[config.mk]
export PLATFORM = sky130hd
export DESIGN_NAME = core_db_rr_sched_flat
export DESIGN_NICKNAME = d
export VERILOG_FILES = /design/src/rtl/core_db_rr_sched_if.sv /design/src/rtl/core_db_rr_sched.sv /design/src/flat_wrapper.sv
export SDC_FILE = /design/constraint.sdc
export NUM_CORES = 1
export LEC_CHECK = 0
export BUFFER_PORTS_ARGS = -buffer_cell sky130_fd_sc_hd__buf_2
export CAP_MARGIN = 10
export CORE_MARGIN = 4
export CORE_UTILIZATION = 51
export CTS_CLUSTER_DIAMETER = 200
export DETAILED_ROUTE_END_ITERATION = 12
export PLACE_DENSITY = 0.84
export SKIP_LAST_GASP = 1
export SYNTH_ARGS = -nofsm -noshare
export SYNTH_HDL_FRONTEND = slang
export SYNTH_SLANG_ARGS = --single-unit
[constraint.sdc]
create_clock -name clk_i -period 6.7 [get_ports clk_i]
set_input_delay 1.34 -clock clk_i [delete_from_list [all_inputs] [get_ports clk_i]]
set_output_delay 1.34 -clock clk_i [all_outputs]
set_load 0.005 [all_outputs]
[src/rtl/core_db_rr_sched_if.sv]
// Handshake bundle between requesters, the shared core_db datapath and the
// round-robin scheduler. The slave modport is the scheduler's view.
interface core_db_rr_sched_if #(
  parameter int NREQ = 4,
  parameter int W    = 7
);
  logic [NREQ-1:0]   req_valid;
  logic [NREQ*W-1:0] req_data;
  logic [NREQ-1:0]   req_ready;

  logic              dp_valid;
  logic [W-1:0]      dp_data;
  logic              dp_ready;

  logic              dp_rvalid;
  logic [W-1:0]      dp_rdata;
  logic              dp_rready;

  logic [NREQ-1:0]   rsp_valid;
  logic [W-1:0]      rsp_data;
  logic [NREQ-1:0]   rsp_ready;

  modport master (
    output req_valid, req_data, dp_ready, dp_rvalid, dp_rdata, rsp_ready,
    input  req_ready, dp_valid, dp_data, dp_rready, rsp_valid, rsp_data
  );

  modport slave (
    input  req_valid, req_data, dp_ready, dp_rvalid, dp_rdata, rsp_ready,
    output req_ready, dp_valid, dp_data, dp_rready, rsp_valid, rsp_data
  );
endinterface

[src/rtl/core_db_rr_sched.sv]
// Round-robin scheduler sharing one core_db datapath between NREQ requesters;
// issued words are tagged so in-order results route back to their sender.
module core_db_rr_sched #(
  parameter int NREQ  = 4,
  parameter int W     = 7,
  parameter int DEPTH = 4
) (
  input  logic                   clk_i,
  input  logic                   rst_i,
  core_db_rr_sched_if.slave      bus,
  output logic [$clog2(DEPTH):0] inflight_o,
  output logic                   proto_err_o
);
  localparam int TW = (NREQ > 1) ? $clog2(NREQ) : 1;
  localparam int PW = (DEPTH > 1) ? $clog2(DEPTH) : 1;
  localparam int CW = $clog2(DEPTH) + 1;

  typedef enum logic {
    SLOT_EMPTY = 1'b0,
    SLOT_FULL  = 1'b1
  } slotState_e;

  slotState_e    slotState_q, slotState_d;
  logic [W-1:0]  slotData_q, slotData_d;
  logic [TW-1:0] slotTag_q, slotTag_d;
  logic [TW-1:0] rrPtr_q, rrPtr_d;
  logic [TW-1:0] tagMem_q [DEPTH];
  logic [PW-1:0] wrPtr_q, wrPtr_d;
  logic [PW-1:0] rdPtr_q, rdPtr_d;
  logic [CW-1:0] count_q, count_d;
  logic          protoErr_q, protoErr_d;

  logic          slotFull;
  logic          issue;
  logic          canGrant;
  logic          grantValid;
  logic [TW-1:0] grantIdx;
  logic [TW-1:0] headTag;
  logic          fifoEmpty;
  logic          push;
  logic          pop;
  logic          strayResult;
  logic          dpRready;
  logic [NREQ-1:0] rspValid;
  logic [W-1:0]  reqWord [NREQ];

  for (genvar gi = 0; gi < NREQ; gi++) begin : g_reqWord
    assign reqWord[gi] = bus.req_data[gi*W +: W];
  end

  assign slotFull  = (slotState_q == SLOT_FULL);
  assign issue     = slotFull & bus.dp_ready;
  assign push      = issue;
  assign fifoEmpty = (count_q == '0);
  assign headTag   = tagMem_q[rdPtr_q];

  // Room is reserved for the word already sitting in the slot, so a grant
  // can never push the tag FIFO past DEPTH.
  assign canGrant = (!slotFull || bus.dp_ready) &&
                    ((int'(count_q) + int'(slotFull)) < DEPTH);

  always_comb begin
    logic [TW:0]   sum;
    logic [TW-1:0] cand;
    grantValid = 1'b0;
    grantIdx   = '0;
    sum        = '0;
    cand       = '0;
    for (int i = 0; i < NREQ; i++) begin
      sum = {1'b0, rrPtr_q} + (TW+1)'(i);
      if (sum >= (TW+1)'(NREQ)) begin
        sum = sum - (TW+1)'(NREQ);
      end
      cand = sum[TW-1:0];
      if (!grantValid && bus.req_valid[cand]) begin
        grantValid = 1'b1;
        grantIdx   = cand;
      end
    end
    if (!canGrant || rst_i) begin
      grantValid = 1'b0;
      grantIdx   = '0;
    end
  end

  assign bus.req_ready = grantValid ? (NREQ'(1) << grantIdx) : '0;

  // Issue slot: a new grant reloads it even while the old word leaves,
  // which is what sustains one word per cycle.
  always_comb begin
    slotState_d = slotState_q;
    slotData_d  = slotData_q;
    slotTag_d   = slotTag_q;
    rrPtr_d     = rrPtr_q;
    if (grantValid) begin
      slotState_d = SLOT_FULL;
      slotData_d  = reqWord[grantIdx];
      slotTag_d   = grantIdx;
      rrPtr_d     = (int'(grantIdx) == NREQ - 1) ? '0 : grantIdx + TW'(1);
    end else if (issue) begin
      slotState_d = SLOT_EMPTY;
    end
  end

  always_comb begin
    rspValid    = '0;
    dpRready    = 1'b0;
    pop         = 1'b0;
    strayResult = 1'b0;
    if (!rst_i) begin
      if (!fifoEmpty) begin
        rspValid[headTag] = bus.dp_rvalid;
        dpRready          = bus.rsp_ready[headTag];
        pop               = bus.dp_rvalid & bus.rsp_ready[headTag];
      end else begin
        dpRready    = 1'b1;
        strayResult = bus.dp_rvalid;
      end
    end
  end

  always_comb begin
    count_d    = count_q + CW'(push) - CW'(pop);
    wrPtr_d    = push ? wrPtr_q + PW'(1) : wrPtr_q;
    rdPtr_d    = pop  ? rdPtr_q + PW'(1) : rdPtr_q;
    protoErr_d = protoErr_q | strayResult;
  end

  always_ff @(posedge clk_i or posedge rst_i) begin
    if (rst_i) begin
      slotState_q <= SLOT_EMPTY;
      slotData_q  <= '0;
      slotTag_q   <= '0;
      rrPtr_q     <= '0;
      wrPtr_q     <= '0;
      rdPtr_q     <= '0;
      count_q     <= '0;
      protoErr_q  <= 1'b0;
    end else begin
      slotState_q <= slotState_d;
      slotData_q  <= slotData_d;
      slotTag_q   <= slotTag_d;
      rrPtr_q     <= rrPtr_d;
      wrPtr_q     <= wrPtr_d;
      rdPtr_q     <= rdPtr_d;
      count_q     <= count_d;
      protoErr_q  <= protoErr_d;
    end
  end

  // Tag storage needs no reset: entries are only read below count_q.
  always_ff @(posedge clk_i) begin
    if (push) begin
      tagMem_q[wrPtr_q] <= slotTag_q;
    end
  end

  assign bus.dp_valid  = slotFull;
  assign bus.dp_data   = slotData_q;
  assign bus.dp_rready = dpRready;
  assign bus.rsp_valid = rspValid;
  assign bus.rsp_data  = bus.dp_rdata;
  assign inflight_o    = count_q;
  assign proto_err_o   = protoErr_q;
endmodule

[src/flat_wrapper.sv]
// flat-port wrapper written by rule: the top's interface ports become plain ports
module core_db_rr_sched_flat 
#(
  parameter int NREQ  = 4,
  parameter int W     = 7,
  parameter int DEPTH = 4
)
  (clk_i, rst_i, inflight_o, proto_err_o, bus_req_valid, bus_req_data, bus_dp_ready, bus_dp_rvalid, bus_dp_rdata, bus_rsp_ready, bus_req_ready, bus_dp_valid, bus_dp_data, bus_dp_rready, bus_rsp_valid, bus_rsp_data);
  core_db_rr_sched_if #(.NREQ(NREQ), .W(W)) bus_i ();
  input  logic clk_i;
  input  logic rst_i;
  output logic [$clog2(DEPTH):0] inflight_o;
  output logic proto_err_o;
  input wire logic [$bits(bus_i.req_valid)-1:0] bus_req_valid;
  input wire logic [$bits(bus_i.req_data)-1:0] bus_req_data;
  input wire logic [$bits(bus_i.dp_ready)-1:0] bus_dp_ready;
  input wire logic [$bits(bus_i.dp_rvalid)-1:0] bus_dp_rvalid;
  input wire logic [$bits(bus_i.dp_rdata)-1:0] bus_dp_rdata;
  input wire logic [$bits(bus_i.rsp_ready)-1:0] bus_rsp_ready;
  output wire logic [$bits(bus_i.req_ready)-1:0] bus_req_ready;
  output wire logic [$bits(bus_i.dp_valid)-1:0] bus_dp_valid;
  output wire logic [$bits(bus_i.dp_data)-1:0] bus_dp_data;
  output wire logic [$bits(bus_i.dp_rready)-1:0] bus_dp_rready;
  output wire logic [$bits(bus_i.rsp_valid)-1:0] bus_rsp_valid;
  output wire logic [$bits(bus_i.rsp_data)-1:0] bus_rsp_data;
  assign bus_i.req_valid = bus_req_valid;
  assign bus_i.req_data = bus_req_data;
  assign bus_i.dp_ready = bus_dp_ready;
  assign bus_i.dp_rvalid = bus_dp_rvalid;
  assign bus_i.dp_rdata = bus_dp_rdata;
  assign bus_i.rsp_ready = bus_rsp_ready;
  assign bus_req_ready = bus_i.req_ready;
  assign bus_dp_valid = bus_i.dp_valid;
  assign bus_dp_data = bus_i.dp_data;
  assign bus_dp_rready = bus_i.dp_rready;
  assign bus_rsp_valid = bus_i.rsp_valid;
  assign bus_rsp_data = bus_i.rsp_data;
  core_db_rr_sched #(.NREQ(NREQ), .W(W), .DEPTH(DEPTH)) u_core (.clk_i(clk_i), .rst_i(rst_i), .bus(bus_i), .inflight_o(inflight_o), .proto_err_o(proto_err_o));
endmodule
# Word level (Yosys, flattened, before mapping)
# Memory sizes are Yosys's and may differ from the RTL's.
# Cells that the tools add are included.
# op_classes
n_addsub	13
n_lt_le_gt_ge	12
eq_ne	1
n_shift	1
muxes	43
bitwise	5
reduce_logical	14
# ops
cell	count
less-than comparator 32 x 4 -> 1 bit, second input constant	1
2-to-1 mux 1 bit	21
2-to-1 mux 2 bit	10
less-than comparator 2 x 3 -> 1 bit, second input constant	5
binary-select mux 7 bit (select 2 bit)	1
2-to-1 mux 7 bit	2
>= comparator 3 bit, second input constant	4
2-to-1 mux 4 bit	3
binary-select mux 1 bit (select 2 bit)	5
subtractor 2 x 1 -> 2 bit, second input constant	4
adder 2 x 1 -> 2 bit, second input constant	3
adder 2 x 2 -> 3 bit, second input constant	2
logical AND 1 bit	5
logical NOT 1 bit	5
adder 3 x 1 -> 4 bit	1
bitwise AND 4 bit	1
<< shifter 1 x 2 -> 4 bit, first input constant	1
adder 2 x 1 -> 3 bit, second input constant	1
adder 3 x 1 -> 3 bit	1
>= comparator 2 x 3 -> 1 bit, second input constant	1
logical NOT 3 bit	1
NOT 2 -> 3 bit	1
subtractor 3 x 1 -> 3 bit	1
bitwise AND 1 bit	2
6 further kinds	7
# word_totals
ff_bits	20
ram_bits	8
in_bits	47
out_inout_bits	28
memories	1
# mem_list
name	words	width	read_ports	rd_clocked_by_memory_dff	wr	line_no	source
u_core.tagMem_q	4	2	1	0	1	core_db_rr_sched.sv:27	logic [TW-1:0] tagMem_q [DEPTH];

# Logic depth before layout (Yosys ltp)
# depth
depth_word	19
depth_mapped	10
mapped_depth_nobuf	10

# Worst setup path after synthesis
# No wires, ideal clock.
# synth_path
path_kind	input to output
start	in rst_i
end	out bus_req_ready[2]
arrival_ps	2843
path_slack_ps	2517
stages	7
path_buffers	1
cell_sequence	inv_1 nand4_1 or2_2 buf_2 inv_1 ha_1 and2_1
# synth_via
elab_chain_cells	4
word_cells_on_any_way	5
classes_between	1 x shift; 3 x mux; 1 x reduce/logical
# synth_rtl
item	line_no	source
start, declared	flat_wrapper.sv:11	input logic rst_i;
logical OR 1 bit	core_db_rr_sched.sv:80	if (!canGrant || rst_i) begin
2-to-1 mux 2 bit	core_db_rr_sched.sv:80	
net u_core.grantIdx[1]	core_db_rr_sched.sv:37	logic [TW-1:0] grantIdx;
<< shifter 1 x 2 -> 4 bit	core_db_rr_sched.sv:86	assign bus.req_ready = grantValid ? (NREQ'(1) << grantIdx) : '0;
2-to-1 mux 4 bit	core_db_rr_sched.sv:86	
end, declared	flat_wrapper.sv:20	output wire logic [$bits(bus_i.req_ready)-1:0] bus_req_ready;
# The timed path passes the listed nets, and every way through them passes these cells.

# Worst setup path in the final report
# layout_path
start	in bus_req_valid[2]
end	out bus_req_ready[2]
# layout_via
elab_chain_cells	15
word_cells_on_any_way	26
classes_between	1 x shift; 19 x mux; 6 x reduce/logical
# layout_rtl
item	line_no	source
start, declared	flat_wrapper.sv:14	input wire logic [$bits(bus_i.req_valid)-1:0] bus_req_valid;
binary-select mux 1 bit (select 2 bit)	core_db_rr_sched.sv:75	if (!grantValid && bus.req_valid[cand]) begin
2-to-1 mux 1 bit (implied by the code)	core_db_rr_sched.sv:75	
2-to-1 mux 1 bit	core_db_rr_sched.sv:75	
logical NOT 1 bit	core_db_rr_sched.sv:75	
logical AND 1 bit	core_db_rr_sched.sv:75	
2-to-1 mux 1 bit	core_db_rr_sched.sv:75	
logical NOT 1 bit	core_db_rr_sched.sv:75	
logical AND 1 bit	core_db_rr_sched.sv:75	
2-to-1 mux 1 bit	core_db_rr_sched.sv:75	
logical NOT 1 bit	core_db_rr_sched.sv:75	
logical AND 1 bit	core_db_rr_sched.sv:75	
2-to-1 mux 2 bit	core_db_rr_sched.sv:75	
2-to-1 mux 2 bit	core_db_rr_sched.sv:80	
<< shifter 1 x 2 -> 4 bit	core_db_rr_sched.sv:86	
2-to-1 mux 4 bit (*)	core_db_rr_sched.sv:86	
# Mark *: on every way between the ends. The rest lies on a longest branch, timed or not. The select of a mux whose other input is x is not followed.

==> results.md <==
* Root Buffer: clkbuf_4
* Via count of the first global-routing pass at 1214
* Area grow syn2layout at 18.7%
* Vias per cell at 5.15
* Crit end category: output port
* Combinational share of power at between 40% and 50%
* Critical-path cell list: buf_2 > mux2i_1 > nor2_1 > nor3_4 > and2b_1 > inv_1 > ha_1 > and2_1 > buf_2
* Cts hold-fix bufs at 0
* Max-Cap Viols at 0
* Setup TNS at 0 ns
* Leakage at 1.03 nW
* Post-Place Worst Slack at a little over 2 ns
* Startpoint Class: primary input
* Tightest Pin Transition at 0.547 ns
* Final ANT Viol Nets at 0
* NumNets Final at 271
* FILL cells at ~270
* Most instantiated cells after synthesis: dfrtp_1, nand2_1, mux2i_1
* Chip height at approximately 66 um
* Sw frac at a little under two fifths
* Largest net degree at the start of global routing at 24
* FF-to-FF Start: u_core.rdPtr_q[0]
* Placeable Area at approximately 0.0031 sq mm
* R2R setup slack at between 3 and 4 ns
* Drt pass-1 iters at 4
* Crit path largest cell delay at 0.50 ns
* H-tree levels at 1
* Arrival time at the worst endpoint at ~3.3 ns
* Antenna violations before repair at 0
* Wire length per cell at 12.7 um
* Global route overflow at 0
* Mapped Area at roughly 0.0017 sq mm
* Achievable Freq at 0.217 GHz
* Max Buffers Root-to-Sink at 2
* Pint at around 420 uW
* Count leader, synth: dfrtp_1
* CTS buffer count at 3
* Leading post-synthesis cells by cell area: dfrtp_1, edfxtp_1, mux2i_1, ha_1, nand2_1
* Top cell type's share of synthesized area at approximately 30%
* Worst rel slew slack at 63.4%
* WS Path Type: primary input to output port
* Tot Pwr at ~700 uW
* Hold EP: u_core.proto_err_o
* Routability Congestion at slightly below 0.8
* CTS clock-pin slew for the worst setup and hold paths at about 0.14 ns
* Total Routing Usage GR at ~15%
* CP Max Fanout at 10
* Slew Limit Fails at 0
* Slowest cell on crit path: nor3_4
* Final worst slack at 2.08 ns
* N_diodes at 0
* Clock power frac at 10.3%
* Post-place instance area at around 0.0020 sq mm
* First-pass GRT wire length at approximately 5200 um
* YS warnings at 0
* Status: completed
* Post-synth ARST share at between 70% and 80%
* Setup Fix Bufs, Post-CTS at 0
* #FFs+latches synth at 28
* Worst hold path class: flip-flop to flip-flop
* Reg-to-Reg End: u_core.inflight_o[2]
* I/O Pins at 75
* Via Count at between 1000 and 1500
* Port bufs at 60
* Worst-Skew Late Latency at approximately 0.33 ns
* CTS tree: done
* # rows at 20
* Layout Skew at ~0.0077 ns
* Initial core utilization at between 50% and 60%
* Post_cts resized at 0
* Die Footprint at between 0.004 and 0.005 sq mm
* DP HPWL at 2630 um
* Hold depth at 1
* Pwr dens at 339 mW/mm^2
* Top FF cell, synth: dfrtp_1
* Netlist cell types at 40
* Crit path top cell by count: buf_2
* Hold Slack at ~0.49 ns
* Yosys top cell by area: dfrtp_1
* Switching power at 259 uW
* EDFF count, synth at 8
* Share of layout cells above drive strength 1 at about a third
* Sequential share of the synthesized area at a little over two fifths
* Syn nets at roughly 220
* Final setup vio count at 0
* Post-route minimum period at 4.62 ns
* HP Start: u_core.proto_err_o
* TritonCTS Sinks at 28
* DRC violation count after routing at 0
* Max VDD drop at 0.184 mV
* Syn_area_per_cell at about 11 sq um
* R2R depth at 10
* Drt total wl at approximately 3200 um
* Chip width at approximately 66 um
* RSZ-0062 raised after global routing: no
* Detailed Route Iter0 Violations at 44
* Post-Syn Instances at about 160
* WP data required at about 5.4 ns
* Hold Vio Cnt, Final at 0
* Flop pwr share at approximately 45%
* Final period util at between 60 and 70%
* Final instance area at between 0.002 and 0.0025 sq mm
per-layer routing:
layer  wire length, um  track usage [%]
met3               104             1.71
met4                38             5.96
met1              1450             20.8
met2              1660             25.3
met5                 0                0
placed cells by master, fill, tap and decap left out, types with 6 or more instances in the layout:
cell type,count
ha_1,11
o221ai_1,6
inv_1,12
and3_1,6
nand2_1,19
buf_2,60
nor2_1,7
edfxtp_1,8
dfrtp_1,20
mux2i_1,15
registers in the layout, summed over array words and instances, names as in the netlist:
register / count
u_core.tagMem_q: 8
u_core.bus.dp_data: 7
u_core.inflight_o: 3
u_core.rdPtr_q: 2
u_core.rrPtr_q: 2
u_core.slotTag_q: 2
u_core.wrPtr_q: 2
u_core.bus.dp_valid: 1
u_core.proto_err_o: 1
logic make-up after synthesis:
family	after synthesis	share of synthesized area (%)
adder cells (fa/ha/maj)	12	9.33
AO/OA/AOI/OAI	19	8.00
buffers and inverters	22	6.96
flip-flops	28	43.9
XOR/XNOR	5	2.59
multiplexers	19	13.3
AND/OR/NAND/NOR	51	15.9
final cells by class:
cell class	instances	area (sq um)	area share, %
timing repair buffer	61	308	15.3
sequential	28	741	36.9
clock inverter	1	3.75	0.187
tap	44	55.1	2.74
inverter	12	45.0	2.25
multi-input combinational	106	831	41.4
clock buffer	3	22.5	1.12
through the flow:
stage                     cells  util [%]
after floorplan             156         -
after global placement      251      63.8
after detailed placement    251      63.8
after CTS                   255      64.6
after global routing        255      64.6
final                       255      64.6
worst max-delay path by stage:
stage                           from  depth (start not counted)          endpoint
floorplan                      rst_i                          7  bus_req_ready[2]
global placement    bus_req_valid[2]                          9  bus_req_ready[2]
detailed placement  bus_req_valid[2]                          9  bus_req_ready[2]
CTS                 bus_req_valid[2]                          9  bus_req_ready[2]
global route        bus_req_valid[2]                          9  bus_req_ready[2]
finish              bus_req_valid[2]                          9  bus_req_ready[2]
worst max-delay path, delay by kind of cell:
kind | cells | cell delay (ns)
multiplexers | 1 | 0.13
adder cells (fa/ha/maj) | 1 | 0.23
buffers and inverters | 3 | 0.39
AND/OR/NAND/NOR | 4 | 1.20
power groups by stage:
stage | clock network (mW) | registers, mW | logic [mW]
after CTS | 0.0734 | 0.304 | 0.311
after global routing | 0.0794 | 0.317 | 0.343
after floorplan | 0 | 0.301 | 0.218
after detailed placement | 0 | 0.308 | 0.310
after global placement | 0 | 0.307 | 0.301
final | 0.0704 | 0.304 | 0.306
Power figures use the tool's default switching activity.
